--- config.mk ---
export PLATFORM = sky130hd
export DESIGN_NAME = hazard_ctrl
export DESIGN_NICKNAME = d
export VERILOG_FILES = /design/src/rtl/rv32i_types.sv /design/src/rtl/sat_counter.sv /design/src/rtl/hazard_ctrl.sv
export SDC_FILE = /design/constraint.sdc
export NUM_CORES = 1
export LEC_CHECK = 0
export CAP_MARGIN = 20
export CORE_AREA = 8 8 45 47
export DETAILED_ROUTE_END_ITERATION = 8
export DIE_AREA = 0 0 53 55
export DONT_BUFFER_PORTS = 1
export HOLD_SLACK_MARGIN = 0.08
export PLACE_DENSITY = 0.34
export SYNTH_ARGS = -nofsm -noshare
export SYNTH_HDL_FRONTEND = slang
export SYNTH_SLANG_ARGS = --single-unit
--- constraint.sdc ---
create_clock -name clk -period 1.68 [get_ports clk]
set_input_delay 0.336 -clock clk [delete_from_list [all_inputs] [get_ports clk]]
set_output_delay 0.336 -clock clk [all_outputs]
set_load 0.01 [all_outputs]
--- src/rtl/rv32i_types.sv ---
// Shared pipeline types for the RV32I core; holds the hazard-control FSM encoding.
package rv32i_types;

  typedef enum logic [1:0] {
    RUN,
    IWAIT,
    IWAIT_KILL,
    DWAIT
  } hazard_state_t;

endpackage

--- src/rtl/sat_counter.sv ---
// Saturating event counter: increments on inc and holds at all-ones.
module sat_counter #(
  parameter int W = 32
) (
  input  logic         clk,
  input  logic         rst,
  input  logic         inc,
  output logic [W-1:0] count
);

  always_ff @(posedge clk or negedge rst) begin
    if (!rst) begin
      count <= '0;
    end else if (inc && (count != {W{1'b1}})) begin
      count <= count + 1'b1;
    end
  end

endmodule

--- src/rtl/hazard_ctrl.sv ---
// Pipeline hazard control: stalls, bubbles, redirect flushes and stale-fetch kill.
// Optional perf counters are built when HAZARD_PERF_EN is defined.
module hazard_ctrl
  import rv32i_types::*;
#(
  parameter int REG_W = 5
) (
  input  logic             clk,
  input  logic             rst,
  input  logic [REG_W-1:0] id_rs1,
  input  logic [REG_W-1:0] id_rs2,
  input  logic             id_uses_rs1,
  input  logic             id_uses_rs2,
  input  logic [REG_W-1:0] ex_rd,
  input  logic             ex_mem_read,
  input  logic             ex_redirect,
  input  logic             imem_req,
  input  logic             imem_resp,
  input  logic             dmem_req,
  input  logic             dmem_resp,
  output logic             pc_load,
  output logic             if_id_load,
  output logic             if_id_flush,
  output logic             id_ex_load,
  output logic             id_ex_flush,
  output logic             ex_mem_load,
  output logic             mem_wb_load,
`ifdef HAZARD_PERF_EN
  output logic [31:0]      perf_dstall,
  output logic [31:0]      perf_istall,
  output logic [31:0]      perf_lu_bubble,
  output logic [31:0]      perf_flush,
`endif
  output logic             fetch_kill
);

  hazard_state_t state_q, state_d;

  logic dwait, iwait, load_use, outstanding, kill_pending;

  assign dwait        = dmem_req & ~dmem_resp;
  assign iwait        = imem_req & ~imem_resp;
  assign kill_pending = (state_q == IWAIT_KILL);
  // A fetch is in flight if it is stalling now or was still pending last cycle.
  assign outstanding  = iwait | ((state_q == IWAIT) & ~imem_resp);
  assign load_use     = ex_mem_read & (ex_rd != '0) &
                        ((id_uses_rs1 & (id_rs1 == ex_rd)) |
                         (id_uses_rs2 & (id_rs2 == ex_rd)));

  always_ff @(posedge clk or negedge rst) begin
    if (!rst) begin
      state_q <= RUN;
    end else begin
      state_q <= state_d;
    end
  end

  always_comb begin
    state_d = RUN;
    if (dwait) begin
      // Keep a pending kill alive across a data stall.
      state_d = kill_pending ? IWAIT_KILL : DWAIT;
    end else if (ex_redirect) begin
      if (kill_pending) begin
        state_d = imem_resp ? RUN : IWAIT_KILL;
      end else begin
        state_d = outstanding ? IWAIT_KILL : RUN;
      end
    end else if (kill_pending) begin
      state_d = imem_resp ? RUN : IWAIT_KILL;
    end else if (iwait) begin
      state_d = IWAIT;
    end
  end

  always_comb begin
    pc_load     = 1'b0;
    if_id_load  = 1'b0;
    if_id_flush = 1'b0;
    id_ex_load  = 1'b0;
    id_ex_flush = 1'b0;
    ex_mem_load = 1'b0;
    mem_wb_load = 1'b0;
    fetch_kill  = 1'b0;
    if (!rst || dwait) begin
      // frozen: every enable stays low
    end else if (ex_redirect) begin
      pc_load     = 1'b1;
      if_id_load  = 1'b1;
      if_id_flush = 1'b1;
      id_ex_load  = 1'b1;
      id_ex_flush = 1'b1;
      ex_mem_load = 1'b1;
      mem_wb_load = 1'b1;
      fetch_kill  = kill_pending & imem_resp;
    end else if (kill_pending || iwait) begin
      // Fetch bubble; the stale instruction is dropped when it returns.
      if_id_load  = 1'b1;
      if_id_flush = 1'b1;
      id_ex_load  = 1'b1;
      ex_mem_load = 1'b1;
      mem_wb_load = 1'b1;
      fetch_kill  = kill_pending & imem_resp;
    end else if (load_use) begin
      id_ex_load  = 1'b1;
      id_ex_flush = 1'b1;
      ex_mem_load = 1'b1;
      mem_wb_load = 1'b1;
    end else begin
      pc_load     = 1'b1;
      if_id_load  = 1'b1;
      id_ex_load  = 1'b1;
      ex_mem_load = 1'b1;
      mem_wb_load = 1'b1;
    end
  end

`ifdef HAZARD_PERF_EN
  logic dstall_ev, istall_ev, lu_ev, flush_ev;

  assign dstall_ev = rst & dwait;
  assign flush_ev  = rst & ~dwait & ex_redirect;
  assign istall_ev = rst & ~dwait & ~ex_redirect &
                     ((kill_pending & ~imem_resp) | (~kill_pending & iwait));
  assign lu_ev     = rst & ~dwait & ~ex_redirect & ~kill_pending & ~iwait & load_use;

  sat_counter #(.W(32)) u_cnt_dstall (.clk(clk), .rst(rst), .inc(dstall_ev), .count(perf_dstall));
  sat_counter #(.W(32)) u_cnt_istall (.clk(clk), .rst(rst), .inc(istall_ev), .count(perf_istall));
  sat_counter #(.W(32)) u_cnt_lu     (.clk(clk), .rst(rst), .inc(lu_ev),     .count(perf_lu_bubble));
  sat_counter #(.W(32)) u_cnt_flush  (.clk(clk), .rst(rst), .inc(flush_ev),  .count(perf_flush));
`endif

endmodule

* Word level (Yosys, flattened, before mapping)
Cells that the tools add are included.
Storage, ports and cells: output and inout port bits 8, word-level logic and storage cells 47, register bits 2, input bits 25
Cells by class: equal/unequal tests 4, reduce and logical (&&, ||, !) cells 4, bitwise operators 12, mux-type cells 26
Operator list (number):
- $mux W1 | 20
- $mux W2 | 6
- $eq A5 B5 Y1 | 2
- $and A1 B1 Y1 | 8
- $reduce_bool A5 Y1 | 1
- $eq A2 B1 Y1 const B | 1
- $eq A2 B2 Y1 const B | 1
- $logic_or A1 B1 Y1 | 2
- $not A1 Y1 | 2
- $or A1 B1 Y1 | 2
- $logic_not A1 Y1 | 1

* Longest topological paths before layout
Gate-level depths: netlist (run 1).
depth in word-level cells 8, mapped depth 4, depth with buffers taken out 4

* Worst setup path before layout (run 1)
No wires, ideal clock.
path kind input to output, from in ex_rd[1], to out pc_load, cell stages on the path 4, required time 1.344 ns, slack -0.033 ns, arrival 1.377 ns, path through or4_1 o21ai_2 nor2_2 a221oi_2
On the way: word-level cells in the longest chain between the ends 8
RTL lines:
- start, declared | line hazard_ctrl.sv:14 | input logic [REG_W-1:0] ex_rd,
- $eq A5 B5 Y1 (on tied branches) | line hazard_ctrl.sv:47, hazard_ctrl.sv:48
- $and A1 B1 Y1 (on tied branches) | line hazard_ctrl.sv:47, hazard_ctrl.sv:48
- $or A1 B1 Y1 | line hazard_ctrl.sv:47 | ((id_uses_rs1 & (id_rs1 == ex_rd)) |
- $and A1 B1 Y1 (*) | line hazard_ctrl.sv:46 | assign load_use = ex_mem_read & (ex_rd != '0) &
- $mux W1 (*) | line hazard_ctrl.sv:104 | end else if (load_use) begin
- $mux W1 (*) | line hazard_ctrl.sv:96 | end else if (kill_pending || iwait) begin
- $mux W1 (*) | line hazard_ctrl.sv:87 | end else if (ex_redirect) begin
- $mux W1 (*) | line hazard_ctrl.sv:85 | if (!rst || dwait) begin
- end, declared | line hazard_ctrl.sv:21 | output logic pc_load,
Mark *: on every way between the ends. The rest lies on a longest branch, timed or not.

* Final worst setup path (run 1)
from in ex_rd[4], to out pc_load
Same word-level chain as after synthesis.

==> reports/qor.csv, run 1 <==
metric,value,unit
status,"finished, violations left",
violations,negative setup slack,
fin_skew,0.00319,ns
synth_top_area_share,27.6,%
dp.cells,59,
port_buffers,0,
synth_edf_count,0,
h-tree-depth,1,
drtIter0Drc,0,
top_register,state_q,
core-area,0.00138,sq mm
critPathKind,input pin to output pin,
reg2reg_depth,3,
die_height,55,microns
relSlewSlack,77.8,%
cts_tree,yes,
dpl.hpwl,888,microns
cp.required,1.34,ns
numCtsBuffers,3,
path_buf_inv,0,
report.final.slew_viol_count,0,
p_per_area,626,mW/mm^2
ys_seq_elements,2,
grt_max_degree,8,
die_w,53,microns
syn_inst,43,
cts.clk_slew.worst_paths,0.03,ns
synth.most_common_cell,xnor2_1,
largest_register_ffs,2,
initial_utilization,23.0,%
syn-num-nets,68,
grt_pass1_vias,391,
yosysTopAreaCell,xnor2_1,
grt_setup_unrepaired,true,
antenna-diode-count,0,
hold_class,input pin to flip-flop,
drt-pass1-iter-count,1,
cts_root_buf,clkbuf_4,
post-route-cell-area,388,sq um
timing.final.ws_setup,-0.0499,ns
period_share,103,%
fin_nets,74,
crit_arrival,1.39,ns
grt_pass1_wl,1560,microns
post-route-min-period,1.73,ns
grt_use_total,7.10,%
post_drt_wl_per_cell,16.0,microns
utilization,28.0,%
post-route-drc-count,0,
setup_viol_count_final,2,
fin_cells,63,
gp_congestion,0.703,
grt_overflow,0,
cap_violations,0,
finalHoldViolations,0,
synth-async-reset-ratio,100,%
path_cells,or4_4 -> o21ai_4 -> nor2_2 -> a221oi_2,
drtAntennaViolNets,0,
ys_seq_area_share,15.7,%
pin_count,33,
synth_commonest_cells,"xnor2_1, inv_1, a21oi_1, nand2_1, nor2_1",
max_stage_delay,0.53,ns
min_path_cells,1,
cp-start-kind,input pin,
clock_sinks,2,
critPathSlowestCell,or4_4,
cts_max_path_buffers,2,
path_max_fanout,3,
p_leak,0.000155,uW
yosys_most_used_dff,dfrtp_1,
ys_top_cells_by_area,"xnor2_1, dfrtp_1, a21oi_1",
area_growth,22.0,%
largestRegisters,state_q: 2 flops,
yosys_warnings,0,
cp_top_family,simple AND/OR/NAND/NOR gates,
avgSynthCellArea,7.39,sq um
antenna_found_initial,0,
yosysUniqueCellTypes,20,
rows,14,
netlist_area,318,sq um
clk_latency,0.22,ns
critical_path.endpoint_type,output pin,
vias,324,
avgViaCountPerCell,5.14,
postCtsSetupBuffers,0,
place_area,338,sq um
drive_above_1_share,21.3,%
fmaxAchievable,578,MHz
dieArea,0.00292,sq mm
path_depth,4,
worst_pin_slew,0.333,ns
wl,1010,microns
fin_tns_setup,-0.0643,ns
vdd_ir_drop_max,0.118,mV
dp_slack,-0.113,ns
metrics by stage:
step	hold WS, ns	total power (uW)
6_report	0.228	243
5_1_grt	0.239	261
4_1_cts	0.216	248
3_5_place_dp	0.0405	135
3_3_place_gp	0.0405	132
2_1_floorplan	0.0404	124
area by class of cell:
class | instances | area [sq um]
repair buffers | 3 | 25.0
multi-input cells | 35 | 255
clock buffers | 3 | 22.5
fillers | 156 | 996
well taps | 16 | 20.0
inverters | 4 | 15.0
flip-flops and latches | 2 | 50.0
logic make-up (layout without fill, tap and decap cells):
group / after synthesis / after routing / share of synthesized area, %
and+or+nand+nor: 15 / 15 / 24.4
AOI/OAI and AO/OA: 10 / 10 / 22.8
xor gates and xnor gates: 10 / 10 / 27.6
buffers and inverters: 6 / 10 / 9.45
DFF: 2 / 2 / 15.7
placed cells by master (no fill, tap or decap):
master         instances
a21o_1                 1
a21oi_1                3
a221oi_2               1
a22o_1                 1
and3_1                 1
buf_4                  2
clkbuf_4               3
dfrtp_1                2
dlygate4sd3_1          1
inv_1                  4
nand2_1                3
nand2b_1               1
nand4_1                2
nor2_1                 3
nor2_2                 1
nor3_1                 2
o21ai_0                1
o21ai_4                1
o22ai_1                1
o22ai_2                1
or3_1                  1
or4_4                  1
xnor2_1               10
final timing paths:
kind | slack (ns) | end | startpoint
setup / recovery | -0.05 | pc_load | ex_rd[4]
hold / removal | 0.23 | state_q[1]$_DFF_PN0_ | imem_resp
setup reg to reg | 0.77 | state_q[1]$_DFF_PN0_ | state_q[0]$_DFF_PN0_
hold reg to reg | 0.64 | state_q[0]$_DFF_PN0_ | state_q[0]$_DFF_PN0_
max in group asynchronous | 1.21 | state_q[0]$_DFF_PN0_ | rst
min in group asynchronous | 0.35 | state_q[1]$_DFF_PN0_ | rst
per-layer routing:
metal  GRT usage [%]  vias up  routed length (microns)
met5               0        -                        0
met3            4.01        2                      152
met2            12.1       22                      492
met4            5.60        0                        2
met1            6.06      144                      358
li1                -      156                        -
timing repair:
item / 4_1_cts / 5_1_grt
endpoints found under the setup margin: 3 / 3
hold buffers: 1 / 0
gates resized for setup: 2 / 1
endpoints found under the hold margin: 2 / 0
pin swaps: 4 / 3
power by group:
part / total (uW) / internal [uW] / switching [uW]
logic: 84.2 / 41.8 / 42.4
clock network: 103 / 78.5 / 24.2
registers: 55.9 / 53.3 / 2.61
total: 243 / 174 / 69.3
Note: power is estimated with default switching activity, not from simulation.
==> inputs of run 2 (changes only) <==
Settings changed: SKIP_LAST_GASP set to 1, SYNTH_HIERARCHICAL set to 1.
==> results of run 2 <==
Same layout as run 1: the final DEF is identical, and so are final timing and power.
Main changes from that run: Yosys warning count 0 -> 6
==> inputs of run 3 (changes only) <==
Settings changed: SYNTH_HIERARCHICAL 1 to unset.
==> results of run 3 <==
Same layout as run 1: the final DEF is identical, and so are final timing and power.
